**src/rtl/hazard_unit.sv**
```systemverilog
// Pipeline hazard unit: per-operand match/forward lanes, HI/LO busy tracking,
// and stall generation with a saturating stall-cycle counter.
module hazard_operand #(
    parameter bit CHK_STALL = 1'b1
) (
    input  logic [4:0] a,
    input  logic       a_use,
    input  logic [1:0] tuse,
    input  logic [4:0] e_a3,
    input  logic       e_we,
    input  logic [3:0] e_tnew,
    input  logic [4:0] m_a3,
    input  logic       m_we,
    input  logic [3:0] m_tnew,
    input  logic [4:0] w_a3,
    input  logic       w_we,
    output logic       stall,
    output logic [1:0] fwd
);
    logic e_hit, m_hit, w_hit;

    assign e_hit = e_we && (e_a3 != 5'd0) && (e_a3 == a) && a_use;
    assign m_hit = m_we && (m_a3 != 5'd0) && (m_a3 == a) && a_use;
    assign w_hit = w_we && (w_a3 != 5'd0) && (w_a3 == a) && a_use;

    // E results are never forwarded; they can only force a stall.
    assign stall = CHK_STALL && ((e_hit && (e_tnew > {2'b00, tuse})) ||
                                 (m_hit && (m_tnew > {2'b00, tuse})));

    always_comb begin
        fwd = 2'b00;
        if (m_hit && (m_tnew == 4'd0)) fwd = 2'b01;
        else if (w_hit)                fwd = 2'b10;
    end
endmodule

module hazard_unit #(
    parameter int MULT_CYC = 5,
    parameter int DIV_CYC  = 10
) (
    input  logic        clk,
    input  logic        reset,
    input  logic [4:0]  D_A1,
    input  logic [4:0]  D_A2,
    input  logic        D_A1use,
    input  logic        D_A2use,
    input  logic [1:0]  D_Tuse1,
    input  logic [1:0]  D_Tuse2,
    input  logic        D_Is_MD,
    input  logic [4:0]  E_A3,
    input  logic [4:0]  M_A3,
    input  logic [4:0]  W_A3,
    input  logic        E_Reg_Write,
    input  logic        M_Reg_Write,
    input  logic        W_Reg_Write,
    input  logic [3:0]  E_Tnew,
    input  logic [3:0]  M_Tnew,
    input  logic [4:0]  E_A1,
    input  logic [4:0]  E_A2,
    input  logic        E_A1use,
    input  logic        E_A2use,
    input  logic        E_MD_start,
    input  logic        E_MD_div,
    output logic        F_PC_WE,
    output logic        F_D_RegWE,
    output logic        D_E_clear,
    output logic [1:0]  D_Fwd1,
    output logic [1:0]  D_Fwd2,
    output logic [1:0]  E_Fwd1,
    output logic [1:0]  E_Fwd2,
    output logic        MD_busy,
    output logic [31:0] stall_cnt
);
    localparam int NUM_OPS = 4;
    localparam logic [3:0] MULT_LD = 4'(MULT_CYC);
    localparam logic [3:0] DIV_LD  = 4'(DIV_CYC);

    // Lanes 0/1 are the D operands, 2/3 the E operands.
    logic [NUM_OPS-1:0][4:0] op_a;
    logic [NUM_OPS-1:0]      op_use;
    logic [NUM_OPS-1:0][1:0] op_tuse;
    logic [NUM_OPS-1:0][1:0] op_fwd;
    logic [NUM_OPS-1:0]      op_stall;

    assign op_a    = {E_A2, E_A1, D_A2, D_A1};
    assign op_use  = {E_A2use, E_A1use, D_A2use, D_A1use};
    assign op_tuse = {2'b00, 2'b00, D_Tuse2, D_Tuse1};

    for (genvar i = 0; i < NUM_OPS; i++) begin : g_op
        hazard_operand #(.CHK_STALL(i < 2)) u_op (
            .a      (op_a[i]),
            .a_use  (op_use[i]),
            .tuse   (op_tuse[i]),
            .e_a3   (E_A3),
            .e_we   (E_Reg_Write),
            .e_tnew (E_Tnew),
            .m_a3   (M_A3),
            .m_we   (M_Reg_Write),
            .m_tnew (M_Tnew),
            .w_a3   (W_A3),
            .w_we   (W_Reg_Write),
            .stall  (op_stall[i]),
            .fwd    (op_fwd[i])
        );
    end

    assign D_Fwd1 = op_fwd[0];
    assign D_Fwd2 = op_fwd[1];
    assign E_Fwd1 = op_fwd[2];
    assign E_Fwd2 = op_fwd[3];

    logic [3:0] md_cnt;
    logic       stall;

    assign MD_busy   = (md_cnt != 4'd0) | E_MD_start;
    assign stall     = (|op_stall) | (D_Is_MD & MD_busy);
    assign F_PC_WE   = ~stall;
    assign F_D_RegWE = ~stall;
    assign D_E_clear = stall;

    always_ff @(posedge clk) begin
        if (reset) begin
            md_cnt    <= 4'd0;
            stall_cnt <= 32'd0;
        end else begin
            if (E_MD_start)          md_cnt <= E_MD_div ? DIV_LD : MULT_LD;
            else if (md_cnt != 4'd0) md_cnt <= md_cnt - 4'd1;
            if (stall && (stall_cnt != 32'hFFFF_FFFF)) stall_cnt <= stall_cnt + 32'd1;
        end
    end
endmodule

```
**config.mk**
```make
export PLATFORM = sky130hd
export DESIGN_NAME = hazard_unit
export DESIGN_NICKNAME = d
export VERILOG_FILES = /design/src/rtl/hazard_unit.sv
export SDC_FILE = /design/constraint.sdc
export NUM_CORES = 1
export LEC_CHECK = 0
export BUFFER_PORTS_ARGS = -buffer_cell sky130_fd_sc_hd__buf_2
export CORE_ASPECT_RATIO = 1.4
export CORE_UTILIZATION = 52
export CTS_CLUSTER_SIZE = 10
export DETAILED_ROUTE_END_ITERATION = 10
export PLACE_DENSITY = 0.82
export SYNTH_ARGS = -nofsm -noshare
export SYNTH_HDL_FRONTEND = slang
export SYNTH_HIERARCHICAL = 1
export SYNTH_SLANG_ARGS = --single-unit
```
**constraint.sdc**
```tcl
create_clock -name clk -period 3.4 [get_ports clk]
set_input_delay 0 -clock clk [delete_from_list [all_inputs] [get_ports clk]]
set_output_delay 0 -clock clk [all_outputs]
set_load 0.02 [all_outputs]
```
==> results of run 1 <==
==> final cells by class <==
class,instances,area (um^2)
clock inverter,2,10.0
clock buffer,6,82.6
fill,509,1990
tap,68,85.1
inverter,17,68.8
timing repair buffer,102,510
multi-input combinational,298,2140
sequential,36,721
==> power by group <==
| group | switching, mW | leakage [nW] | internal (mW) |
|---|---|---|---|
| Combinational | 0.142 | 1.09 | 0.110 |
| Clock | 0.159 | 0.0510 | 0.162 |
| Sequential | 0.0132 | 0.292 | 0.433 |
| Total | 0.313 | 1.43 | 0.705 |
==> stage by stage <==
stage               setup WS, ns  instance area (um^2)
detailed placement         0.550                  3520
finish                     0.827                  3610
global placement           0.611                  3520
floorplan                  0.948                  3080
CTS                        0.844                  3610
global route               0.728                  3610
==> cells in the final DEF (no fill, tap or decap), types with 2 or more instances in the layout <==
cell / count
a21oi_1: 32
a21oi_2: 2
a2bb2oi_1: 4
and2_1: 2
and3_1: 6
and4_1: 2
and4_4: 3
buf_2: 102
clkbuf_8: 6
clkinv_2: 2
conb_1: 2
dfxtp_1: 36
ha_1: 11
inv_1: 15
inv_4: 2
mux2_2: 3
nand2_1: 18
nand2b_1: 3
nand3_1: 18
nand4_1: 12
nand4b_1: 2
nor2_1: 13
nor2b_1: 7
nor3_1: 8
nor3_2: 6
nor4_1: 9
nor4b_1: 2
o2111ai_1: 4
o21ai_0: 8
o22ai_1: 2
o31ai_1: 21
o32ai_1: 2
or3_1: 6
or3_2: 3
or4_1: 25
or4_4: 3
xnor2_1: 30
xor2_1: 14
==> per-layer routing <==
layer,part of all wire,vias to the layer above
met5,0,-
met3,0.048,30
li1,-,1583
met2,0.54,112
met1,0.37,1522
met4,0.047,0
==> state kept, by name (all words and copies together), names as in the netlist <==
signal / flops
md_cnt: 4
stall_cnt: 32
==> path summary, 6_finish.rpt <==
path / from / endpoint / slack (ns) / depth (start not counted)
worst max-delay path: M_A3[3] / stall_cnt[20] / 0.83 / 10
worst min-delay path: E_MD_div / md_cnt[2] / 0.03 / 4
worst max register to register: md_cnt[1] / stall_cnt[20] / 1.11 / 8
worst min register to register: stall_cnt[29] / stall_cnt[29] / 0.51 / 2
==> critical path, stage by stage <==
cell and delay [ns]:
buf_2 0.15, xor2_1 0.14, or4_1 0.53, or3_1 0.32
o22ai_1 0.18, nor4_1 0.08, a21boi_4 0.18, a211o_1 0.50
or4_1 0.55, a21oi_1 0.15
==> results.json, run 1 <==
{
  "status": "finished clean",
  "setup_viol": 0,
  "fin_nets": 530,
  "top_usage_layer": "met2",
  "min_period_ns": 2.57,
  "cts_resized": 0,
  "dieArea_um2": 6230,
  "utilization": 0.645,
  "hold_ws_ns": 0.0302,
  "met2_usage": 0.547,
  "drv_slew": 0,
  "io-pin-count": 103,
  "synthesis.nets": 437,
  "endpoint_kind": "flop",
  "fin_crit_sh": 0.757,
  "wl_mm": 8.61,
  "worst_pin_slew_ns": 0.734,
  "hold_class": "in2reg",
  "synth.avg_cell_area_um2": 8.38,
  "mappedNetlistArea_um2": 3080,
  "power_density_nw_per_um2": 282,
  "firstDrtPassIters": 4,
  "cts_buffers": 5,
  "cts_hold_buf": 0,
  "area_growth_pct": 17.5,
  "p_leak_nw": 1.43,
  "grt_start_max_net_pins": 41,
  "timing.slew.headroom": 0.510,
  "route.detailed.drc": 0,
  "antenna_found_initial": 0,
  "ant_nets": 0,
  "clock_latency_ns": 0.30,
  "path_max_fanout": 20,
  "drt-initial-drc-count": 150,
  "yosysWarnings": 6,
  "first_global_vias": 3106,
  "ir_drop_v": 0.000149,
  "fin_worst_skew_ns": 0.0136,
  "diodes": 0,
  "clockBufferDepth": 2,
  "layout-drive-gt1-share": 0.304,
  "portBuffers": 102,
  "clock_sinks": 36,
  "max_freq_ghz": 0.389,
  "h-tree-depth": 2,
  "gr-total-overflow": 0,
  "die_x_um": 67.0,
  "synthCells": 367,
  "start_kind": "input port",
  "wl_per_cell_um": 16.3,
  "met3_usage": 0.0549,
  "dpl.hpwl_mm": 6.85,
  "layout.cells.non_filler": 529,
  "dp.cells": 521,
  "fin_setup_tns_ns": 0,
  "criticalPathCategory": "in2reg",
  "root_buffer": "clkbuf_8",
  "place.gp.congestion": 0.833,
  "max_cap_viol_count": 0,
  "path_clk_slew_ns": 0.08,
  "rsz0062_at_grt": "no",
  "grt.total_usage": 0.290,
  "post_cts_buffers": 0,
  "cts_tree": "built",
  "power_mw": 1.02,
  "die_h_um": 93.0,
  "cp_data_arrival_time_ns": 2.80,
  "vias": 3247,
  "start_util": 0.549,
  "grt_use_met1": 0.285,
  "cp.required_ns": 3.63,
  "final_hold_viol_count": 0,
  "grt_pass1_wl_mm": 13.9,
  "vias_per_cell": 6.14,
  "rows": 32,
  "coreArea_um2": 5610
}
(Power assumes the default switching activity.)
==> inputs of run 2 (changes only) <==
Clock period 3.4 ns to 2.6 ns, I/O delays scaled along.
==> run 2 against run 1 <==
Sequential share of layout area decreased by 0.76 points. First-iteration DRC count decreased by 12%. Routed wire length decreased by 0.73%. Core utilization increased by 2.5 points. Clock power increased by 27%. Global-route usage decreased by 0.57 points.
==> results.json, run 2 (same netlist as run 1, synthesis figures left out) <==
{
  "largest_register": "stall_cnt",
  "final_hold_viol_count": 0,
  "cp_data_arrival_time_ns": 2.70,
  "grt_pass1_wl_mm": 13.8,
  "path_max_fanout": 16,
  "post_cts_buffers": 0,
  "die_x_um": 67.0,
  "start_kind": "input port",
  "rsz0062_at_grt": "no",
  "coreArea_um2": 5610,
  "portBuffers": 102,
  "fin_worst_skew_ns": 0.00826,
  "nFillCells": 466,
  "firstDrtPassIters": 4,
  "gr-total-overflow": 0,
  "grt.total_usage": 0.284,
  "cts_tree": "built",
  "h-tree-depth": 2,
  "first_global_vias": 3254,
  "fin_crit_sh": 0.954,
  "reg_top3": "stall_cnt: 32 flops, md_cnt: 4 flops",
  "place.gp.congestion": 0.864,
  "vias_per_cell": 6.12,
  "diodes": 0,
  "p_leak_nw": 1.52,
  "vias": 3352,
  "cts_hold_buf": 0,
  "clock_sinks": 36,
  "setup_viol": 0,
  "io-pin-count": 103,
  "fin_nets": 549,
  "route.detailed.drc": 0,
  "max_freq_ghz": 0.403,
  "final_cell_mix": "102 x buf_2, 36 x dfxtp_1, 32 x a21oi_1, 30 x xnor2_1, 25 x or4_1",
  "multi_input_area_um2": 2140,
  "cts_buffers": 5,
  "power_density_nw_per_um2": 355,
  "dieArea_um2": 6230,
  "layout-drive-gt1-share": 0.331,
  "criticalPathCategory": "in2reg",
  "rows": 32,
  "whs_path_depth": 4,
  "worst_pin_slew_ns": 0.723,
  "clockBufferDepth": 2,
  "wl_mm": 8.55,
  "power_mw": 1.33,
  "drv_slew": 0,
  "start_util": 0.549,
  "layout_commonest_cell": "buf_2",
  "dpl.hpwl_mm": 6.84,
  "max_cap_viol_count": 0,
  "ff2ff_path_depth": 6,
  "ir_drop_v": 0.000225,
  "drt-initial-drc-count": 132,
  "largest_reg_flops": 32,
  "status": "finished clean",
  "ant_nets": 0,
  "hold_class": "in2reg",
  "cp.required_ns": 2.82,
  "regArea_um2": 721,
  "cts_resized": 0,
  "clock_latency_ns": 0.29,
  "antenna_found_initial": 0,
  "min_period_ns": 2.48,
  "fin_setup_tns_ns": 0,
  "wl_per_cell_um": 15.6,
  "timing.slew.headroom": 0.518,
  "grt_start_max_net_pins": 41,
  "endpoint_kind": "flop",
  "root_buffer": "clkbuf_8",
  "die_h_um": 93.0,
  "path_clk_slew_ns": 0.07,
  "area_growth_pct": 22.2
}
-- run 2: cell count changes in the layout (fill, tap and decap cells not counted), sizes merged --
cell	change
buf	+19
-- run 2: path summary, 6_finish.rpt --
check | start | to | slack [ns]
max reg2reg | stall_cnt[0] | stall_cnt[28] | 0.38
min reg2reg | stall_cnt[29] | stall_cnt[29] | 0.50
min | E_MD_div | md_cnt[2] | 0.05
max | D_A2[3] | stall_cnt[28] | 0.12
-- run 2: metrics by stage --
step / cells / hold WS [ns] / instance area (um^2) / utilization / worst slack, ns
2_1_floorplan: 367 / 0.0872 / 3080 / - / 0.148
3_3_place_gp: 540 / 0.334 / 3660 / 0.654 / -0.0839
3_5_place_dp: 540 / 0.348 / 3660 / 0.654 / -0.172
4_1_cts: 548 / 0.0530 / 3760 / 0.670 / 0.113
5_1_grt: 548 / 0.0599 / 3760 / 0.670 / 0.00922
6_report: 548 / 0.0522 / 3760 / 0.670 / 0.119
-- run 2: final cells by class --
type / count / area share
Inverter: 17 / 0.0183
Tap cell: 68 / 0.0226
Timing Repair Buffer: 121 / 0.174
Clock buffer: 6 / 0.0220
Clock inverter: 2 / 0.00266
Multi-Input combinational cell: 298 / 0.569
Sequential cell: 36 / 0.192
-- run 2: where the power goes --
group,total [mW],switching (mW),internal [mW]
registers,0.583,0.0163,0.567
clock network,0.405,0.193,0.211
logic,0.344,0.187,0.158
-- run 2: routing by layer --
layer / up-vias / GRT usage / wire [um]
li1: 1625 / - / -
met1: 1581 / 0.279 / 3180
met2: 127 / 0.547 / 4630
met3: 19 / 0.0463 / 439
met4: 0 / 0.140 / 289
met5: - / 0 / 0
-- run 2: critical path, cell delays in order --
cell and delay (ns):
buf_2 0.11, xor2_1 0.15, or4_1 0.54, or3_1 0.33, o22ai_1 0.18, nor4_1 0.08
a21boi_4 0.16, a211o_1 0.46, or4_1 0.54, a21oi_1 0.15
